===== config.mk =====
export PLATFORM = sky130hd
export DESIGN_NAME = stream_scoreboard
export DESIGN_NICKNAME = d
export VERILOG_FILES = /design/src/rtl/sb_pkg.sv /design/src/rtl/sb_fifo.sv /design/src/rtl/stream_scoreboard.sv
export SDC_FILE = /design/constraint.sdc
export NUM_CORES = 1
export LEC_CHECK = 0
export ABC_CLOCK_PERIOD_IN_PS = 6900
export CAP_MARGIN = 5
export CORE_UTILIZATION = 45
export DETAILED_ROUTE_END_ITERATION = 12
export GPL_TIMING_DRIVEN = 0
export PLACE_DENSITY_LB_ADDON = 0.1
export SLEW_MARGIN = 40
export SYNTH_ARGS = -nofsm -noshare
export SYNTH_HDL_FRONTEND = slang
export SYNTH_SLANG_ARGS = --single-unit

===== constraint.sdc =====
create_clock -name clk -period 6.9 [get_ports clk]
set_input_delay 1.38 -clock clk [delete_from_list [all_inputs] [get_ports clk]]
set_output_delay 1.38 -clock clk [all_outputs]
set_load 0.01 [all_outputs]

===== src/rtl/sb_pkg.sv =====
// rtl/sb_pkg.sv - shared types and helpers for the stream scoreboard
package sb_pkg;

  typedef enum logic [1:0] {SB_IDLE, SB_FRAME, SB_HALT} sb_state_t;

  localparam int SB_DATA_W_DEF = 8;
  localparam int SB_CNT_W_DEF  = 16;
  // Every counter saturates at its all-ones value; this is the fill bit.
  localparam logic SB_CNT_SAT_BIT = 1'b1;

  typedef struct packed {
    logic                     last;
    logic [SB_DATA_W_DEF-1:0] data;
  } sb_beat_t;

  function automatic int sb_beat_w(input int data_w);
    return data_w + 1;
  endfunction

endpackage


===== src/rtl/sb_fifo.sv =====
// rtl/sb_fifo.sv - first-word-fall-through FIFO holding expected beats
module sb_fifo #(
  parameter int WIDTH = 9,
  parameter int DEPTH = 16
) (
  input  logic             clk,
  input  logic             rstN,
  input  logic             flush_i,
  input  logic             push_i,
  input  logic [WIDTH-1:0] wdata_i,
  input  logic             pop_i,
  output logic [WIDTH-1:0] rdata_o,
  output logic             full_o,
  output logic             empty_o
);

  localparam int AW = $clog2(DEPTH);
  localparam logic [AW:0] PTR_ONE = {{AW{1'b0}}, 1'b1};

  logic [WIDTH-1:0] mem_q [DEPTH];
  logic [AW:0]      wr_ptr_q, wr_ptr_d;
  logic [AW:0]      rd_ptr_q, rd_ptr_d;
  logic             do_push, do_pop;

  // Extra pointer bit distinguishes full from empty when the addresses match.
  assign empty_o = (wr_ptr_q == rd_ptr_q);
  assign full_o  = (wr_ptr_q[AW] != rd_ptr_q[AW]) &&
                   (wr_ptr_q[AW-1:0] == rd_ptr_q[AW-1:0]);
  assign rdata_o = mem_q[rd_ptr_q[AW-1:0]];

  assign do_push = push_i && !full_o && !flush_i;
  assign do_pop  = pop_i && !empty_o && !flush_i;

  always_comb begin
    wr_ptr_d = wr_ptr_q;
    rd_ptr_d = rd_ptr_q;
    if (flush_i) begin
      wr_ptr_d = '0;
      rd_ptr_d = '0;
    end else begin
      if (do_push) wr_ptr_d = wr_ptr_q + PTR_ONE;
      if (do_pop)  rd_ptr_d = rd_ptr_q + PTR_ONE;
    end
  end

  always_ff @(posedge clk or negedge rstN) begin
    if (!rstN) begin
      wr_ptr_q <= '0;
      rd_ptr_q <= '0;
    end else begin
      wr_ptr_q <= wr_ptr_d;
      rd_ptr_q <= rd_ptr_d;
    end
  end

  always_ff @(posedge clk) begin
    if (do_push) mem_q[wr_ptr_q[AW-1:0]] <= wdata_i;
  end

endmodule


===== src/rtl/stream_scoreboard.sv =====
// rtl/stream_scoreboard.sv - in-line checker comparing an actual stream against buffered expected beats
module stream_scoreboard
  import sb_pkg::*;
#(
  parameter int DATA_W      = SB_DATA_W_DEF,
  parameter int DEPTH       = 16,
  parameter int CNT_W       = SB_CNT_W_DEF,
  parameter bit STOP_ON_ERR = 1'b0
) (
  input  logic              clk,
  input  logic              rstN,
  input  logic              clr,
  input  logic              expValid,
  input  logic [DATA_W-1:0] expData,
  input  logic              expLast,
  output logic              expReady,
  input  logic              actValid,
  input  logic [DATA_W-1:0] actData,
  input  logic              actLast,
  output logic              matchPulse,
  output logic              errPulse,
  output logic              underflow,
  output logic              frameDone,
  output logic              frameOk,
  output logic              stickyErr,
  output logic [CNT_W-1:0]  beatCnt,
  output logic [CNT_W-1:0]  errCnt,
  output logic [CNT_W-1:0]  frameCnt,
  output logic              halted
);

  localparam int              BW      = sb_beat_w(DATA_W);
  localparam logic [CNT_W-1:0] CNT_SAT = {CNT_W{SB_CNT_SAT_BIT}};
  localparam logic [CNT_W-1:0] CNT_ONE = {{(CNT_W-1){1'b0}}, 1'b1};

  function automatic logic [CNT_W-1:0] sat_inc(input logic [CNT_W-1:0] v);
    return (v == CNT_SAT) ? v : v + CNT_ONE;
  endfunction

  sb_state_t        state_q, state_d;
  logic             rdy_q;
  logic             frame_err_q, frame_err_d;
  logic             match_q, match_d, err_q, err_d, uf_q, uf_d;
  logic             fd_q, fd_d, fok_q, fok_d, sticky_q, sticky_d;
  logic [CNT_W-1:0] beat_cnt_q, beat_cnt_d, err_cnt_q, err_cnt_d;
  logic [CNT_W-1:0] frame_cnt_q, frame_cnt_d;

  logic [BW-1:0]    fifo_beat;
  logic             fifo_full, fifo_empty;
  logic             act_take, beat_err;

  // rdy_q holds expReady low until the first edge after reset release.
  assign expReady = rdy_q && !fifo_full && (state_q != SB_HALT);
  assign act_take = actValid && (state_q != SB_HALT) && !clr;
  assign beat_err = act_take && (fifo_empty || (fifo_beat != {actLast, actData}));

  sb_fifo #(
    .WIDTH (BW),
    .DEPTH (DEPTH)
  ) u_fifo (
    .clk     (clk),
    .rstN    (rstN),
    .flush_i (clr),
    .push_i  (expValid && expReady),
    .wdata_i ({expLast, expData}),
    .pop_i   (act_take),
    .rdata_o (fifo_beat),
    .full_o  (fifo_full),
    .empty_o (fifo_empty)
  );

  always_comb begin
    state_d     = state_q;
    frame_err_d = frame_err_q;
    sticky_d    = sticky_q;
    beat_cnt_d  = beat_cnt_q;
    err_cnt_d   = err_cnt_q;
    frame_cnt_d = frame_cnt_q;
    match_d     = 1'b0;
    err_d       = 1'b0;
    uf_d        = 1'b0;
    fd_d        = 1'b0;
    fok_d       = 1'b0;
    if (clr) begin
      state_d     = SB_IDLE;
      frame_err_d = 1'b0;
      sticky_d    = 1'b0;
      beat_cnt_d  = '0;
      err_cnt_d   = '0;
      frame_cnt_d = '0;
    end else if (act_take) begin
      match_d = !beat_err;
      err_d   = beat_err;
      uf_d    = fifo_empty;
      if (!fifo_empty) beat_cnt_d = sat_inc(beat_cnt_q);
      if (beat_err) begin
        err_cnt_d = sat_inc(err_cnt_q);
        sticky_d  = 1'b1;
      end
      if (actLast) begin
        fd_d        = 1'b1;
        fok_d       = !(frame_err_q || beat_err);
        frame_cnt_d = sat_inc(frame_cnt_q);
        frame_err_d = 1'b0;
        state_d     = SB_IDLE;
      end else begin
        frame_err_d = frame_err_q || beat_err;
        state_d     = SB_FRAME;
      end
      if (STOP_ON_ERR && beat_err) state_d = SB_HALT;
    end
  end

  always_ff @(posedge clk or negedge rstN) begin
    if (!rstN) begin
      state_q     <= SB_IDLE;
      rdy_q       <= 1'b0;
      frame_err_q <= 1'b0;
      match_q     <= 1'b0;
      err_q       <= 1'b0;
      uf_q        <= 1'b0;
      fd_q        <= 1'b0;
      fok_q       <= 1'b0;
      sticky_q    <= 1'b0;
      beat_cnt_q  <= '0;
      err_cnt_q   <= '0;
      frame_cnt_q <= '0;
    end else begin
      state_q     <= state_d;
      rdy_q       <= 1'b1;
      frame_err_q <= frame_err_d;
      match_q     <= match_d;
      err_q       <= err_d;
      uf_q        <= uf_d;
      fd_q        <= fd_d;
      fok_q       <= fok_d;
      sticky_q    <= sticky_d;
      beat_cnt_q  <= beat_cnt_d;
      err_cnt_q   <= err_cnt_d;
      frame_cnt_q <= frame_cnt_d;
    end
  end

  assign matchPulse = match_q;
  assign errPulse   = err_q;
  assign underflow  = uf_q;
  assign frameDone  = fd_q;
  assign frameOk    = fok_q;
  assign stickyErr  = sticky_q;
  assign beatCnt    = beat_cnt_q;
  assign errCnt     = err_cnt_q;
  assign frameCnt   = frame_cnt_q;
  assign halted     = (state_q == SB_HALT);

endmodule


==> results of run 1 <==
==> layout by cell type (no fill, tap or decap), types with 4 or more instances in the layout <==
cell type / synthesis / final
nor3_1: 10 / 6
and2_1: 4 / 4
buf_4: 4 / 8
a221oi_1: 4 / 4
buf_1: 4 / 4
nor3_2: 0 / 4
or4_1: 4 / 4
a21oi_1: 22 / 22
or3_1: 16 / 16
clkdlybuf4s50_1: 0 / 75
clkinv_1: 1 / 9
clkbuf_16: 0 / 23
nand3_1: 15 / 15
nor2_1: 64 / 52
a22oi_1: 6 / 6
nand4_1: 18 / 18
a22o_1: 4 / 4
o21ai_1: 8 / 8
nor2_2: 0 / 12
xnor2_1: 18 / 18
mux4_2: 21 / 21
nor2b_1: 6 / 6
buf_2: 7 / 11
buf_6: 4 / 4
edfxtp_1: 144 / 144
o21ai_0: 11 / 11
ha_1: 8 / 8
and3_1: 10 / 10
dfrtp_1: 66 / 66
nand2_1: 38 / 38
and4_1: 4 / 4
xor2_1: 26 / 26
clkbuf_1: 14 / 17
mux2i_1: 40 / 40
nand2b_1: 4 / 4
inv_1: 8 / 8
==> stage by stage <==
step	hold WS, ns	power (mW)	setup slack (ns)	util [%]	instances
2_1_floorplan	0.424	1.51	3.73	-	657
3_3_place_gp	0.442	1.59	2.26	52.1	998
3_5_place_dp	0.448	1.60	2.83	52.6	1006
4_1_cts	0.455	2.68	2.59	56.0	1044
5_1_grt	0.467	2.75	2.50	56.0	1044
6_report	0.449	2.66	2.61	56.0	1044
==> where the power goes <==
group	internal, mW	switching [mW]
combinational	0.0845	0.119
sequential	1.36	0.00944
clock	0.607	0.478
total	2.05	0.606
==> flip-flops by register name, indices dropped and copies added, names as in the netlist <==
signal and count:
frameOk 1, beatCnt 16, underflow 1, frameCnt 16, rdy_q 1, errCnt 16, matchPulse 1, stickyErr 1
u_fifo.wr_ptr_q 5, frame_err_q 1, errPulse 1, u_fifo.mem_q 144, frameDone 1, u_fifo.rd_ptr_q 5
==> cells in the mapped netlist (all sizes together), types with 2 or more instances <==
cell     instances  share of area (%)
a211oi           3               0.25
a21o             2               0.16
a21oi           22                1.2
a221oi           4               0.38
a22o             4               0.38
a22oi            6               0.49
a2bb2oi          2               0.19
a31oi            2               0.14
and2             5               0.34
and3            10               0.68
and4             4               0.38
and4b            2               0.22
buf             19                1.4
clkbuf          14               0.57
conb             2              0.082
dfrtp           66                 18
edfxtp         144                 47
ha               8                1.1
inv              8               0.33
mux2             2               0.25
mux2i           40                4.4
mux4            21                5.2
nand2           38                1.6
nand2b           4               0.27
nand3           15               0.82
nand4           18                1.2
nor2            64                2.6
nor2b            6               0.41
nor3            10               0.55
nor3b            3               0.30
nor4             2               0.30
o2111ai          2               0.19
o21ai           19                1.0
o311ai           3               0.29
o31ai            2               0.16
o41ai            3               0.29
or2              3               0.20
or3             16                1.1
or4              4               0.33
xnor2           18                1.7
xor2            26                2.5
==> layer usage <==
layer	wire length, um	GRT usage [%]	vias up
met1	9080	27.6	2897
li1	-	-	2691
met3	1120	3.52	28
met2	10700	36.8	180
met5	0	0	-
met4	405	5.15	0
==> area by class of cell <==
| class | count | share of cell area, % |
|---|---|---|
| flip-flops and latches | 210 | 54.2 |
| multi-input cells | 405 | 27.5 |
| repair buffers | 84 | 7.44 |
| clock buffers | 26 | 5.32 |
| well taps | 265 | 3.01 |
| plain buffers | 33 | 1.61 |
| clock inverters | 12 | 0.612 |
| inverters | 9 | 0.306 |
==> how the worst min path moves through the flow <==
stage	from	end	slack [ns]	cells after the start
2_1_floorplan	frame_err_q$_DFFE_PN0P_	frameOk$_DFF_PN0_	0.42	1
3_3_place_gp	frame_err_q$_DFFE_PN0P_	frameOk$_DFF_PN0_	0.44	1
3_5_place_dp	frame_err_q$_DFFE_PN0P_	frameOk$_DFF_PN0_	0.45	1
4_1_cts	frame_err_q$_DFFE_PN0P_	frameOk$_DFF_PN0_	0.45	1
5_1_grt	frame_err_q$_DFFE_PN0P_	frameOk$_DFF_PN0_	0.47	1
6_report	frame_err_q$_DFFE_PN0P_	frameOk$_DFF_PN0_	0.45	1
==> cells by family (layout without fill, tap and decap cells) <==
logic type	Yosys count	count (layout)	share of synthesized area, %
flops	210	210	65.1
simple gates	208	208	11.7
compound gates	80	80	5.77
mux	63	63	9.76
xor+xnor	44	44	4.20
buf+inv	42	164	2.30
fa+ha+maj	8	8	1.09
other cells	2	2	0.0818
==> metrics.csv, run 1 <==
metric;value;unit
Post-CTS Setup Bufs;0;
multi-input combinational cell area;3040;um2
sequential cell area fraction in the yosys report;65.1;%
Fmax;233;MHz
VDD IR-drop max;0.211;mV
Worst Max-Slew Pin Slew;0.805;ns
final RePlAce weighted congestion;0.820;
placed cell area;10400;um2
kind of critical path;reg -> out;
Post-synth EDFFs;144;
CP bufs+invs;4;
nets@finish;797;
Static Leak;3.84;nW
final setup fails;0;
CP delay by family, top;buffers and inverters;
vias per cell;5.55;
H-tree Lvls;1;
post-route DRC violation count;0;
# hold bufs at CTS;0;
vias after detailed routing;5796;
WL per Instance;20.4;um
Synth Cell Area;9180;um2
Row Count;51;
outcome;completed;
vias in the first global route;5719;
Worst-path clk slew;0.06;ns
Slew Viols, Final;0;
fin crit share;62.1;%
min cycle time layout;4.29;ns
Initial DRT Pass Iterations;5;
worst reg2reg path depth;13;
Top Ports;79;
Max-slew headroom;46.3;%
Yosys cell types;60;
worst flop-to-flop path endpoint;errCnt[3]$_DFFE_PN0P_;
Worst Setup End Kind;primary output;
DP Wirelength;14.5;mm
reg2reg setup slack;3.32;ns
die height;145;um
top_reg_cell synth;edfxtp_1;
Syn Inst Count;657;
worst-path cell chain;buf_2 -> buf_2 -> buf_2 -> xnor2_1 -> nand4_1 -> o21a_1 -> clkdlybuf4s50_1;
core box area;19700;um2
sequential cell area;5980;um2
pin count of the biggest net entering global routing;38;
CTS Sinks;210;
# fillers;1585;
CTS tree;built;
Max-Cap Viols;0;
worst path arrival time;2.91;ns
post-cts sizing count;0;
Critical Path Stages;7;
CTS Root Cell;clkbuf_16;
Max Buffers Root-to-Sink;3;
RSZ-0062 raised after global routing;no;
worst-path cell with the longest stage delay;clkdlybuf4s50_1;
routed wire length;21.3;mm
insertion delay to the later sink of the worst-skew pair;0.53;ns
Post-Syn Nets;688;
Worst R2R Start;u_fifo.rd_ptr_q[2]$_DFFE_PN0P_;
Die Wd;145;um
PD cells;241;nW/um2
total die area;21000;um2
CP startpoint;u_fifo.rd_ptr_q[2]$_DFFE_PN0P_;
ant diodes;0;
Top cell by count, worst path;buf_2;
first-pass GRT wire length;32.7;mm
worst min-delay path class;reg -> reg;
setup TNS;0;ns
Yosys reg bits;210;
CP endpoint;expReady;
cts bufs inserted;23;
initial antenna violation count;0;
Post-Syn Area per Cell;14.0;um2
Finished Cell Area;11000;um2
final hold vios;0;
YS warnings;0;
Clock Skew;0.0243;ns
share of cells above drive strength 1;12.1;%
GRT Overall Usage;21.2;%
Startpoint Class;register;
grt ovf;0;
CP required;5.52;ns
Starting Density;46.5;%
CP Max Fanout;10;
First DRT Iteration DRCs;314;
Antenna Nets Post-Route;0;
Async SR Flop Fraction;31.4;%
Synth-to-Final Area Change;20.2;%
Largest stage delay, worst path;0.48;ns
port bufs;76;
Power figures use the tool's default switching activity.
==> inputs of run 2 (changes only) <==
Settings changed: ABC_CLOCK_PERIOD_IN_PS 6900 to 4200.
Clock period 6.9 ns to 4.2 ns, I/O delays scaled along.
==> results of run 2 <==
Same layout as run 1 (identical final DEF). Status: completed.
Among the figures that moved: setup slack after placement 2.83 ns -> 0.620 ns; clock-pin slew on the worst setup and hold paths 0.06 ns -> 0.07 ns; setup slack after layout 2.61 ns -> 0.454 ns; hold slack 0.449 ns -> 0.283 ns; register-to-register setup slack 3.32 ns -> 0.62 ns; total power 2.66 mW -> 4.37 mW; worst IR drop on VDD 0.211 mV -> 0.347 mV
==> RTL change: new RTL, config.mk and constraints of run 2 <==
`STOP_ON_ERR`: 1'b0 -> 1'b1.
--- a/src/rtl/stream_scoreboard.sv
+++ b/src/rtl/stream_scoreboard.sv
@@ -5,7 +5,7 @@
   parameter int DATA_W      = SB_DATA_W_DEF,
   parameter int DEPTH       = 16,
   parameter int CNT_W       = SB_CNT_W_DEF,
-  parameter bit STOP_ON_ERR = 1'b0
+  parameter bit STOP_ON_ERR = 1'b1
 ) (
   input  logic              clk,
   input  logic              rstN,
Function: changed (Yosys sat finds a counterexample within 4 cycles, from zero or initial values and one cycle with rstN low).
==> RTL change against run 2 <==
Critical path depth is 2 higher. Final area increased by 3.3%. Area after synthesis grew 1.9%. Clock power rose by 19%. Routed wire length is 1.8% higher. Setup slack improved by 0.11 ns. Register-to-register slack worse by 0.05 ns. Total power grew 7.6%. Sequential cell count up 2. Largest power group unchanged.
==> RTL change: results (changes against run 2) <==
.. list-table::
   :header-rows: 1

   * - Metric
     - Value
   * - Slew at the pin with the worst max-slew slack
     - 0.8690 ns (was 0.8050 ns)
   * - Cell depth of the worst flop-to-flop path
     - 9 (was 13)
   * - Finished Layout Cells
     - 1,043 (was 1,044)
   * - Final-stage net count
     - 787 (was 797)
   * - Weighted congestion at the end of routability-driven global placement
     - 0.8070 (was 0.8201)
   * - Clock network area share
     - 7.180% (was 5.931%)
   * - Overall Global Routing Usage
     - 20.71% (was 21.15%)
   * - Arithmetic-cell share of the synthesized area counting full adders, half adders and majority gates
     - 1.071% (was 1.091%)
   * - Post-Place Worst Slack
     - 0.5205 ns (was 0.6201 ns)
   * - Origin of the worst setup path
     - u_fifo.rd_ptr_q[3] (was u_fifo.rd_ptr_q[2])
   * - Vias/cell
     - 5.501 (was 5.552)
   * - Met1 layer wirelength in the final routing
     - 9.628 mm (was 9.078 mm)
   * - Net count after synthesis
     - 678 (was 688)
   * - Worst path setup slack after routing
     - 0.5678 ns (was 0.4544 ns)
   * - Most common library cells after synthesis
     - edfxtp_1 (144), nor2_1 (70), dfrtp_1 (68), nand2_1 (35), xor2_1 (29) (was edfxtp_1 (144), dfrtp_1 (66), nor2_1 (64), mux2i_1 (40), nand2_1 (38))
   * - Leakage power summed over all cells
     - 4.036 nW (was 3.839 nW)
   * - Maximum VDD drop
     - 0.3967 mV (was 0.3471 mV)
   * - CP arrival
     - 4.03 ns (was 2.91 ns)
   * - Status
     - completed (unchanged)
   * - Met3 usage
     - 3.094% (was 3.521%)
   * - Proportion of final cell area spent on non-clock buffers
     - 9.068% (was 9.050%)
   * - Maximum number of pins on one net before global-route repair
     - 58 (was 38)
   * - Number of detailed-route iterations in the first pass
     - 4 (was 5)
   * - Slowest cell on the critical path
     - mux4_2 (was clkdlybuf4s50_1)
   * - Reported clock group power
     - 2.12 mW (was 1.78 mW)
   * - Multi-input combinational gate total
     - 395 (was 405)
   * - Register fraction of the total cell area
     - 52.87% (was 54.16%)
   * - HPWL reported at the end of detailed placement
     - 14.54 mm (was 14.47 mm)
   * - Synthesized-area fraction occupied by xor and xnor cells
     - 4.671% (was 4.200%)
   * - Number of clock sinks seen by CTS
     - 212 (was 210)
   * - Syn avg cell area
     - 14.45 um2 (was 13.97 um2)
   * - Wire length on met3
     - 954 um (was 1.115 mm)
   * - Global Route met2 Usage
     - 34.24% (was 36.77%)
   * - Clock network fraction of total power
     - 45.1% (was 40.8%)
   * - Vias in the first global route
     - 5,823 (was 5,719)
   * - Initial DRC Count
     - 265 (was 314)
   * - Standard-cell row count
     - 52 (was 51)
   * - Share of flip-flops with an asynchronous set or reset after synthesis
     - 32.08% (was 31.43%)
   * - Multi-input logic area
     - 3144 um2 (was 3039 um2)
   * - Area Overhead vs Synth
     - 21.91% (was 20.23%)
   * - Final worst clock skew
     - 0.01682 ns (was 0.02428 ns)
   * - Count of filler cells inserted in the layout
     - 1,690 (was 1,585)
   * - Share of layout cells above drive strength 1
     - 15.52% (was 12.07%)
   * - Met1 capacity usage during global routing
     - 28.48% (was 27.60%)
   * - Clock buffers
     - 33 (was 26)
RTL change: changes by cell type after synthesis, moves of 5 or more:
| cell | run 2 | this run |
|---|---|---|
| a21oi_1 | 22 | 17 |
| buf_2 | 7 | 2 |
| mux2_1 | 1 | 7 |
| mux2_2 | 1 | 7 |
| mux2i_1 | 40 | 28 |
| nand2b_1 | 4 | 9 |
| nor2_1 | 64 | 70 |
| o21ai_0 | 11 | 5 |
| o21ai_1 | 8 | 3 |
| o22ai_1 | 0 | 5 |
| o31ai_1 | 2 | 8 |
| or3_1 | 16 | 7 |
RTL change: worst min path at each step:
| stage | depth (start not counted) | slack (ns) | endpoint | from |
|---|---|---|---|---|
| finish | 1 | 0.14 | errCnt[5] | rstN |
| global route | 1 | 0.13 | errCnt[6] | rstN |
| CTS | 1 | 0.13 | errCnt[14] | rstN |
| detailed placement | 1 | 0.45 | frameOk | frame_err_q |
| global placement | 1 | 0.44 | frameOk | frame_err_q |
| floorplan | 1 | 0.42 | frameOk | frame_err_q |
